[config.mk]
export PLATFORM = sky130hd
export DESIGN_NAME = window_sum_3_flat
export DESIGN_NICKNAME = d
export VERILOG_FILES = /design/src/rtl/window_sum_3_if.sv /design/src/rtl/window_sum_3.sv /design/src/flat_wrapper.sv
export SDC_FILE = /design/constraint.sdc
export NUM_CORES = 1
export LEC_CHECK = 0
export CAP_MARGIN = 20
export CORE_MARGIN = 2
export CORE_UTILIZATION = 30
export CTS_BUF_LIST = sky130_fd_sc_hd__clkbuf_8
export DETAILED_ROUTE_END_ITERATION = 10
export PLACE_DENSITY_LB_ADDON = 0.25
export SLEW_MARGIN = 20
export SYNTH_ARGS = -nofsm -noshare
export SYNTH_HDL_FRONTEND = slang
export SYNTH_SLANG_ARGS = --single-unit
[constraint.sdc]
create_clock -name clk -period 9.6 [get_ports clk]
set_input_delay 1.44 -clock clk [delete_from_list [all_inputs] [get_ports clk]]
set_output_delay 1.44 -clock clk [all_outputs]
set_load 0.05 [all_outputs]
[src/rtl/window_sum_3_if.sv]
// Handshake bundle for the three-tap window summer: upstream sample
// port, flush control, downstream result port and status flags.
interface window_sum_3_if #(
  parameter int WIDTH = 8
);
  logic             in_valid;
  logic             in_ready;
  logic [WIDTH-1:0] in;
  logic             flush;
  logic             out_valid;
  logic             out_ready;
  logic [WIDTH-1:0] out;
  logic             sat;
  logic             primed;

  modport master (
    output in_valid, in, flush, out_ready,
    input  in_ready, out_valid, out, sat, primed
  );

  modport slave (
    input  in_valid, in, flush, out_ready,
    output in_ready, out_valid, out, sat, primed
  );
endinterface

[src/rtl/window_sum_3.sv]
// Saturating sum of the newest sample and the two before it, with a
// fill tracker so no result is produced until two older samples exist.
//
// state | meaning
// EMPTY | no samples held
// ONE   | t0 valid
// TWO   | t0, t1 valid; next accept produces a result
// FULL  | t0..t2 valid (primed)
module window_sum_3 #(
  parameter int WIDTH = 8
) (
  input logic            clk,
  input logic            rst,
  window_sum_3_if.slave  bus
);
  typedef enum logic [1:0] {EMPTY, ONE, TWO, FULL} state_e;

  state_e           state_q, state_d;
  logic [WIDTH-1:0] t0_q, t0_d, t1_q, t1_d, t2_q, t2_d;
  logic [WIDTH-1:0] out_q, out_d;
  logic             sat_q, sat_d;
  logic             out_valid_q, out_valid_d;

  logic                    in_ready;
  logic                    accept;
  logic                    produce;
  logic signed [WIDTH+1:0] sum;

  localparam logic signed [WIDTH+1:0] MAX_S = $signed({3'b000, {(WIDTH-1){1'b1}}});
  localparam logic signed [WIDTH+1:0] MIN_S = $signed({3'b111, {(WIDTH-1){1'b0}}});

  // Output slot may be refilled in the same cycle it is drained.
  assign in_ready = rst && !bus.flush && (!out_valid_q || bus.out_ready);
  assign accept   = bus.in_valid && in_ready;
  assign produce  = accept && ((state_q == TWO) || (state_q == FULL));
  assign sum      = $signed({{2{bus.in[WIDTH-1]}}, bus.in})
                  + $signed({{2{t0_q[WIDTH-1]}}, t0_q})
                  + $signed({{2{t1_q[WIDTH-1]}}, t1_q});

  always_comb begin
    state_d     = state_q;
    t0_d        = t0_q;
    t1_d        = t1_q;
    t2_d        = t2_q;
    out_d       = out_q;
    sat_d       = sat_q;
    out_valid_d = out_valid_q;

    if (bus.flush) begin
      state_d = EMPTY;
      t0_d    = '0;
      t1_d    = '0;
      t2_d    = '0;
    end else if (accept) begin
      t0_d = bus.in;
      t1_d = t0_q;
      t2_d = t1_q;
      case (state_q)
        EMPTY:   state_d = ONE;
        ONE:     state_d = TWO;
        default: state_d = FULL;
      endcase
    end

    if (produce) begin
      out_valid_d = 1'b1;
      if (sum > MAX_S) begin
        out_d = MAX_S[WIDTH-1:0];
        sat_d = 1'b1;
      end else if (sum < MIN_S) begin
        out_d = MIN_S[WIDTH-1:0];
        sat_d = 1'b1;
      end else begin
        out_d = sum[WIDTH-1:0];
        sat_d = 1'b0;
      end
    end else if (out_valid_q && bus.out_ready) begin
      out_valid_d = 1'b0;
    end
  end

  always_ff @(posedge clk) begin
    if (!rst) begin
      state_q     <= EMPTY;
      t0_q        <= '0;
      t1_q        <= '0;
      t2_q        <= '0;
      out_q       <= '0;
      sat_q       <= 1'b0;
      out_valid_q <= 1'b0;
    end else begin
      state_q     <= state_d;
      t0_q        <= t0_d;
      t1_q        <= t1_d;
      t2_q        <= t2_d;
      out_q       <= out_d;
      sat_q       <= sat_d;
      out_valid_q <= out_valid_d;
    end
  end

  assign bus.in_ready  = in_ready;
  assign bus.out       = out_q;
  assign bus.sat       = sat_q;
  assign bus.out_valid = out_valid_q;
  assign bus.primed    = (state_q == FULL);
endmodule
[src/flat_wrapper.sv]
// flat-port wrapper written by rule: the top's interface ports become plain ports
module window_sum_3_flat 
#(
  parameter int WIDTH = 8
)
  (clk, rst, bus_in_valid, bus_in, bus_flush, bus_out_ready, bus_in_ready, bus_out_valid, bus_out, bus_sat, bus_primed);
  window_sum_3_if #(.WIDTH(WIDTH)) bus_i ();
  input logic clk;
  input logic rst;
  input wire logic [$bits(bus_i.in_valid)-1:0] bus_in_valid;
  input wire logic [$bits(bus_i.in)-1:0] bus_in;
  input wire logic [$bits(bus_i.flush)-1:0] bus_flush;
  input wire logic [$bits(bus_i.out_ready)-1:0] bus_out_ready;
  output wire logic [$bits(bus_i.in_ready)-1:0] bus_in_ready;
  output wire logic [$bits(bus_i.out_valid)-1:0] bus_out_valid;
  output wire logic [$bits(bus_i.out)-1:0] bus_out;
  output wire logic [$bits(bus_i.sat)-1:0] bus_sat;
  output wire logic [$bits(bus_i.primed)-1:0] bus_primed;
  assign bus_i.in_valid = bus_in_valid;
  assign bus_i.in = bus_in;
  assign bus_i.flush = bus_flush;
  assign bus_i.out_ready = bus_out_ready;
  assign bus_in_ready = bus_i.in_ready;
  assign bus_out_valid = bus_i.out_valid;
  assign bus_out = bus_i.out;
  assign bus_sat = bus_i.sat;
  assign bus_primed = bus_i.primed;
  window_sum_3 #(.WIDTH(WIDTH)) u_core (.clk(clk), .rst(rst), .bus(bus_i));
endmodule
==> impl_metrics.yaml, run 1 <==
setup_path:
  crit_buf_inv: 2
  slowest_delay_ns: 0.82
  start_kind: "input pin"
  worstPathArrival_ns: 3.60
  r2r_slack_ns: 6.47
  crit_type: "in -> out"
  critPathCaptureType: "primary output"
  crit_top_cell: "clkdlybuf4s50_1"
  cp.required_ns: 8.16
  crit_family: "buffers and inverters"
  cp_max_fo: 19
  cp_cell_sequence: "clkdlybuf4s50_1 > nand2b_1 > nor2b_1 > clkdlybuf4s50_1"
  crit_slowest_cell: "clkdlybuf4s50_1"
  worstRegToRegCells: 11
  r2r_start: "u_core.t0_q[1]$_SDFFE_PP0P_"
  reg2reg_to: "u_core.bus.out[6]$_SDFFE_PN0P_"
  startpoint: "rst"
placed_design:
  placed_area_sq_um: 1880
  dp_slack_ns: 4.51
  dp_hpwl_microns: 2250
  io_buffers: 24
  gp_congestion: 0.748
final_layout:
  syn_to_final_growth_pct: 23.1
  final_area_sq_um: 1950
  utilization_pct: 38.1
  drive_above_1_share_pct: 4.64
  layout.nets: 225
  diodes: 0
  final_cell_mix: "nand2_1 (34), dfxtp_1 (28), a21oi_1 (24), clkdlybuf4s50_1 (24), fa_1 (9)"
  layout_commonest_cell: "nand2_1"
pwr:
  p_per_area_nw_per_um2: 132
  vdd_ir_drop_max_mv: 0.0813
  leakage_nw: 0.772
floorplanning:
  coreArea_sq_um: 5110
  die_w_microns: 76.6
  die_area_sq_um: 5870
  io_pins: 25
  initial_utilization_pct: 31.0
  die_y_microns: 76.6
  row_count: 26
route:
  vias: 1235
  wl_per_cell_microns: 11.6
  totalWireLength_microns: 3070
  antenna_left: 0
  drt_iter0_drc: 59
  drc_errors: 0
  dr.pass1.iters: 4
  vias_per_cell: 4.68
clock_network:
  cts_tree: "yes"
  cts_sinks: 28
  clock_latency_ns: 0.28
  clkTransAtPathRegs_ns: 0.10
  cts-root-buf: "clkbuf_8"
  cts_resized: 0
  cts_hold_buffers: 0
  post_cts_buffers: 0
  numCtsBuffers: 3
  max-clock-path-buffers: 2
  htreeDepth: 1
timing:
  layout_min_cycle_time_ns: 5.04
  timing.final.crit_share_pct: 52.5
  setup_viol: 0
  layout_setup_ws_ns: 4.56
  drv_slew: 0
  slew_headroom_pct: 50.3
  finalSetupTns_ns: 0
  max_freq_ghz: 0.199
  clock_skew_ns: 0.00172
  finalHoldViolCount: 0
  rsz0062_at_grt: "false"
  tightest_slew_ns: 0.746
grt:
  grt_pass1_wl_microns: 5510
  gr-total-overflow: 0
  track_usage_pct: 11.5
  grt_util_met2_pct: 18.1
  grt_antenna_before_repair: 0
  grt_pass1_vias: 1223
  grt_max_degree: 21
  grt.busiest_layer: "met2"
  use_met3_pct: 2.01
  use_met1_pct: 15.3
hold_path:
  holdPathEnd: "u_core.t1_q[1]$_SDFFE_PP0P_"
  hold_class: "reg -> reg"
  hp-start: "u_core.t1_q[1]$_SDFFE_PP0P_"
  hold_depth: 2
synth:
  synth_seq_cells: 28
  synthesis.nets: 204
  synthArstFlopShare_pct: 0
  synth_edf_count: 0
  yosysTopAreaCell: "dfxtp_1"
  netlist.area_leader.share_pct: 35.4
  ys_seq_area_share_pct: 35.4
  synthesis.area_sq_um: 1580
  avgSynthCellArea_sq_um: 9.09
  synth_ff_type: "dfxtp_1"
  yosysUniqueCellTypes: 36
  syn_inst: 174
  synth_area_leaders: "dfxtp_1 (35%), fa_1 (11%), nand2_1 (8.1%)"
  synth_warnings: 0
status:
  status: "finished, final reports clean"
job:
  max_cap_violations: 0
registers in the layout (all words and copies together) (netlist names):
signal                cells
u_core.t1_q               8
u_core.t0_q               8
u_core.bus.sat            1
u_core.bus.out            8
u_core.state_q            2
u_core.bus.out_valid      1
power breakdown:
part           leakage [nW]  switching (mW)  internal (mW)
Clock                0.0357          0.0392         0.0559
Combinational         0.510          0.0246         0.0185
Sequential            0.227         0.00143          0.118
Total                 0.772          0.0653          0.192
through the flow:
stage / power [mW] / hold slack, ns / std cells
2_1_floorplan: 0.152 / 0.436 / 174
3_3_place_gp: 0.165 / 0.444 / 260
5_1_grt: 0.271 / 0.511 / 264
3_5_place_dp: 0.165 / 0.448 / 260
6_report: 0.258 / 0.460 / 264
4_1_cts: 0.261 / 0.463 / 264
cell type report:
class | count | area, sq um
multi-input combinational | 133 | 968
clock inverter | 1 | 30.0
clock buffer | 3 | 41.3
tap | 70 | 87.6
fill | 535 | 3160
timing repair buffer | 24 | 240
inverter | 5 | 18.8
sequential | 28 | 561
worst register-to-register path: stages (launching register included):
cell      delay [ns]
dfxtp_1         0.37
inv_1           0.07
fa_1            0.47
inv_1           0.04
ha_1            0.23
fa_1            0.42
a21o_1          0.22
a221oi_4        0.34
nand2b_1        0.15
a31oi_1         0.18
and2_4          0.22
o311a_1         0.32
worst max-delay path by stage:
stage                    to  slack [ns]  depth (start not counted)
2_1_floorplan  bus_in_ready        5.53                          4
3_3_place_gp   bus_in_ready        4.53                          4
3_5_place_dp   bus_in_ready        4.51                          4
4_1_cts        bus_in_ready        4.51                          4
5_1_grt        bus_in_ready        4.37                          4
6_report       bus_in_ready        4.56                          4
synthesized netlist by cell type, types with 2 or more instances:
| cell type | count |
|---|---|
| dfxtp_1 | 28 |
| a21oi_1 | 24 |
| buf_2 | 3 |
| o311a_1 | 5 |
| xor2_1 | 2 |
| fa_1 | 9 |
| nor2b_1 | 3 |
| ha_1 | 8 |
| nand2b_1 | 8 |
| inv_1 | 5 |
| nand3_1 | 3 |
| nor3_1 | 2 |
| xnor2_1 | 3 |
| a31oi_1 | 2 |
| o21ai_0 | 3 |
| a21o_1 | 3 |
| clkbuf_1 | 4 |
| nand2_1 | 34 |
| o31ai_1 | 3 |
| nor2_1 | 4 |
| and2_1 | 3 |
per-layer routing:
layer,wire [microns],share of wire [%],vias up
met5,0,0,-
met4,65,2.1,0
met3,89,2.9,4
li1,-,-,646
met2,1320,43,23
met1,1590,52,562
kinds of logic (layout without fill, tap and decap cells):
family	after synthesis	count (layout)	share of synthesized area, %
xor gates and xnor gates	5	5	2.77
adders and majority gates	17	17	17.7
DFF	28	28	35.4
and+or+nand+nor	62	62	19.0
AOI/OAI and AO/OA	49	49	21.8
buffers and inverters	13	33	3.32
Note: power is estimated with default switching activity, not from simulation.
==> inputs of run 2 (changes only) <==
==> constraint.sdc (replaced) <==
create_clock -name clk -period 4.1 [get_ports clk]
set_input_delay 0.615 -clock clk [delete_from_list [all_inputs] [get_ports clk]]
set_output_delay 0.615 -clock clk [all_outputs]
set_load 0.05 [all_outputs]
==> impl_metrics.yaml, run 2 (synthesized netlist as in run 1, its figures left out) <==
setup_path:
  crit_type: "in -> reg"
  slowest_delay_ns: 0.53
  cp_cell_sequence: "clkdlybuf4s50_1 > inv_1 > fa_1 > inv_1 > ha_1 > fa_1 > a21o_1 > a221oi_4 > nand2b_1 > a31oi_1 > and2_4 > o311a_1"
  crit_buf_inv: 3
  cp_max_fo: 5
  critPathCaptureType: "flip-flop"
  start_kind: "input pin"
  crit_slowest_cell: "fa_1"
  cp.required_ns: 4.28
  worstPathArrival_ns: 3.75
  crit_family: "adder cells"
route:
  wl_per_cell_microns: 11.4
  drt_iter0_drc: 44
  vias: 1216
  vias_per_cell: 4.55
  dr.pass1.iters: 4
  antenna_left: 0
  totalWireLength_microns: 3040
  drc_errors: 0
timing:
  drv_slew: 0
  clock_skew_ns: 0.00815
  tightest_slew_ns: 0.588
  max_freq_ghz: 0.280
  finalSetupTns_ns: 0
  slew_headroom_pct: 60.7
  rsz0062_at_grt: "false"
  finalHoldViolCount: 0
  timing.final.crit_share_pct: 87.2
  setup_viol: 0
  layout_min_cycle_time_ns: 3.57
final_layout:
  layout_commonest_cell: "nand2_1"
  final_cell_mix: "nand2_1 (34), dfxtp_1 (28), a21oi_1 (24), clkdlybuf4s50_1 (24), fa_1 (9)"
  drive_above_1_share_pct: 6.09
  layout.nets: 228
  final_area_sq_um: 1970
  n_fill_cell: 518
  utilization_pct: 38.6
  diodes: 0
  syn_to_final_growth_pct: 24.5
placed_design:
  placed_area_sq_um: 1900
  io_buffers: 24
  gp_congestion: 0.705
  dp_hpwl_microns: 2280
floorplanning:
  io_pins: 25
  coreArea_sq_um: 5110
  die_w_microns: 76.6
  initial_utilization_pct: 31.0
  die_area_sq_um: 5870
  die_y_microns: 76.6
  row_count: 26
pwr:
  p_per_area_nw_per_um2: 306
  p_comb_share_pct: 17.1
  leakage_nw: 0.786
  p_switching_uw: 151
  pwr-share-seq_pct: 46.4
  vdd_ir_drop_max_mv: 0.127
  p_int_uw: 451
  pwr-share-clk_pct: 36.5
  p_sw_share_pct: 25.0
grt:
  grt_max_degree: 20
  grt_antenna_before_repair: 0
  grt_pass1_wl_microns: 5330
  track_usage_pct: 10.9
  grt_pass1_vias: 1159
  gr-total-overflow: 0
status:
  status: "finished, final reports clean"
clock_network:
  numCtsBuffers: 3
  clkTransAtPathRegs_ns: 0.10
  cts-root-buf: "clkbuf_8"
  cts_hold_buffers: 0
  post_cts_buffers: 0
  htreeDepth: 1
  cts_sinks: 28
  clock_latency_ns: 0.28
  cts_resized: 0
  cts_tree: "yes"
  max-clock-path-buffers: 2
hold_path:
  hold_class: "reg -> reg"
job:
  max_cap_violations: 0
[run 2: cell types whose count changed in the layout (fill, tap and decap cells not counted), sizes merged]
cell	delta
buf	+3
[run 2: cell type report]
class / instances / area [sq um] / area share (%)
well taps: 70 / 87.6 / 4.45
flip-flops and latches: 28 / 561 / 28.5
inverters: 5 / 18.8 / 0.953
clock buffers: 3 / 41.3 / 2.10
multi-input cells: 133 / 968 / 49.2
repair buffers: 27 / 263 / 13.3
clock inverters: 1 / 30.0 / 1.52
[run 2: metrics by stage]
stage / worst slack (ns) / instances / hold slack [ns] / total power [mW]
floorplan: 0.887 / 174 / 0.436 / 0.356
CTS: 0.514 / 267 / 0.463 / 0.611
global route: 0.351 / 267 / 0.504 / 0.629
global placement: 0.279 / 263 / 0.443 / 0.388
detailed placement: 0.233 / 263 / 0.448 / 0.389
finish: 0.525 / 267 / 0.461 / 0.602
[run 2: routing by layer]
layer	wire, microns	vias to the layer above	part of all wire, %	global-route usage [%]
met5	0	-	0	0
met4	34	0	1.1	4.36
met3	102	2	3.4	1.78
met2	1370	20	45	16.3
met1	1540	545	51	15.6
li1	-	649	-	-
[run 2: final timing paths]
| kind | from | endpoint | slack, ns | depth (start not counted) |
|---|---|---|---|---|
| min reg2reg | u_core.t1_q[1]$_SDFFE_PP0P_ | u_core.t1_q[1]$_SDFFE_PP0P_ | 0.46 | 2 |
| max reg2reg | u_core.t0_q[1]$_SDFFE_PP0P_ | u_core.bus.out[6]$_SDFFE_PN0P_ | 1.03 | 11 |
| min | u_core.t1_q[1]$_SDFFE_PP0P_ | u_core.t1_q[1]$_SDFFE_PP0P_ | 0.46 | 2 |
| max | bus_in[1] | u_core.bus.out[6]$_SDFFE_PN0P_ | 0.53 | 12 |
[run 2: power groups by stage]
stage               Combinational [mW]  Clock [mW]  Sequential (mW)
CTS                              0.104       0.228            0.279
finish                           0.103       0.220            0.279
global route                     0.116       0.233            0.280
global placement                 0.103           0            0.285
detailed placement               0.103           0            0.286
floorplan                       0.0703           0            0.286
[run 2: tightest hold or removal path, cell delays in order (launching register included)]
cell and delay, ns:
dfxtp_1 0.32, nand2_1 0.05, a21oi_1 0.05
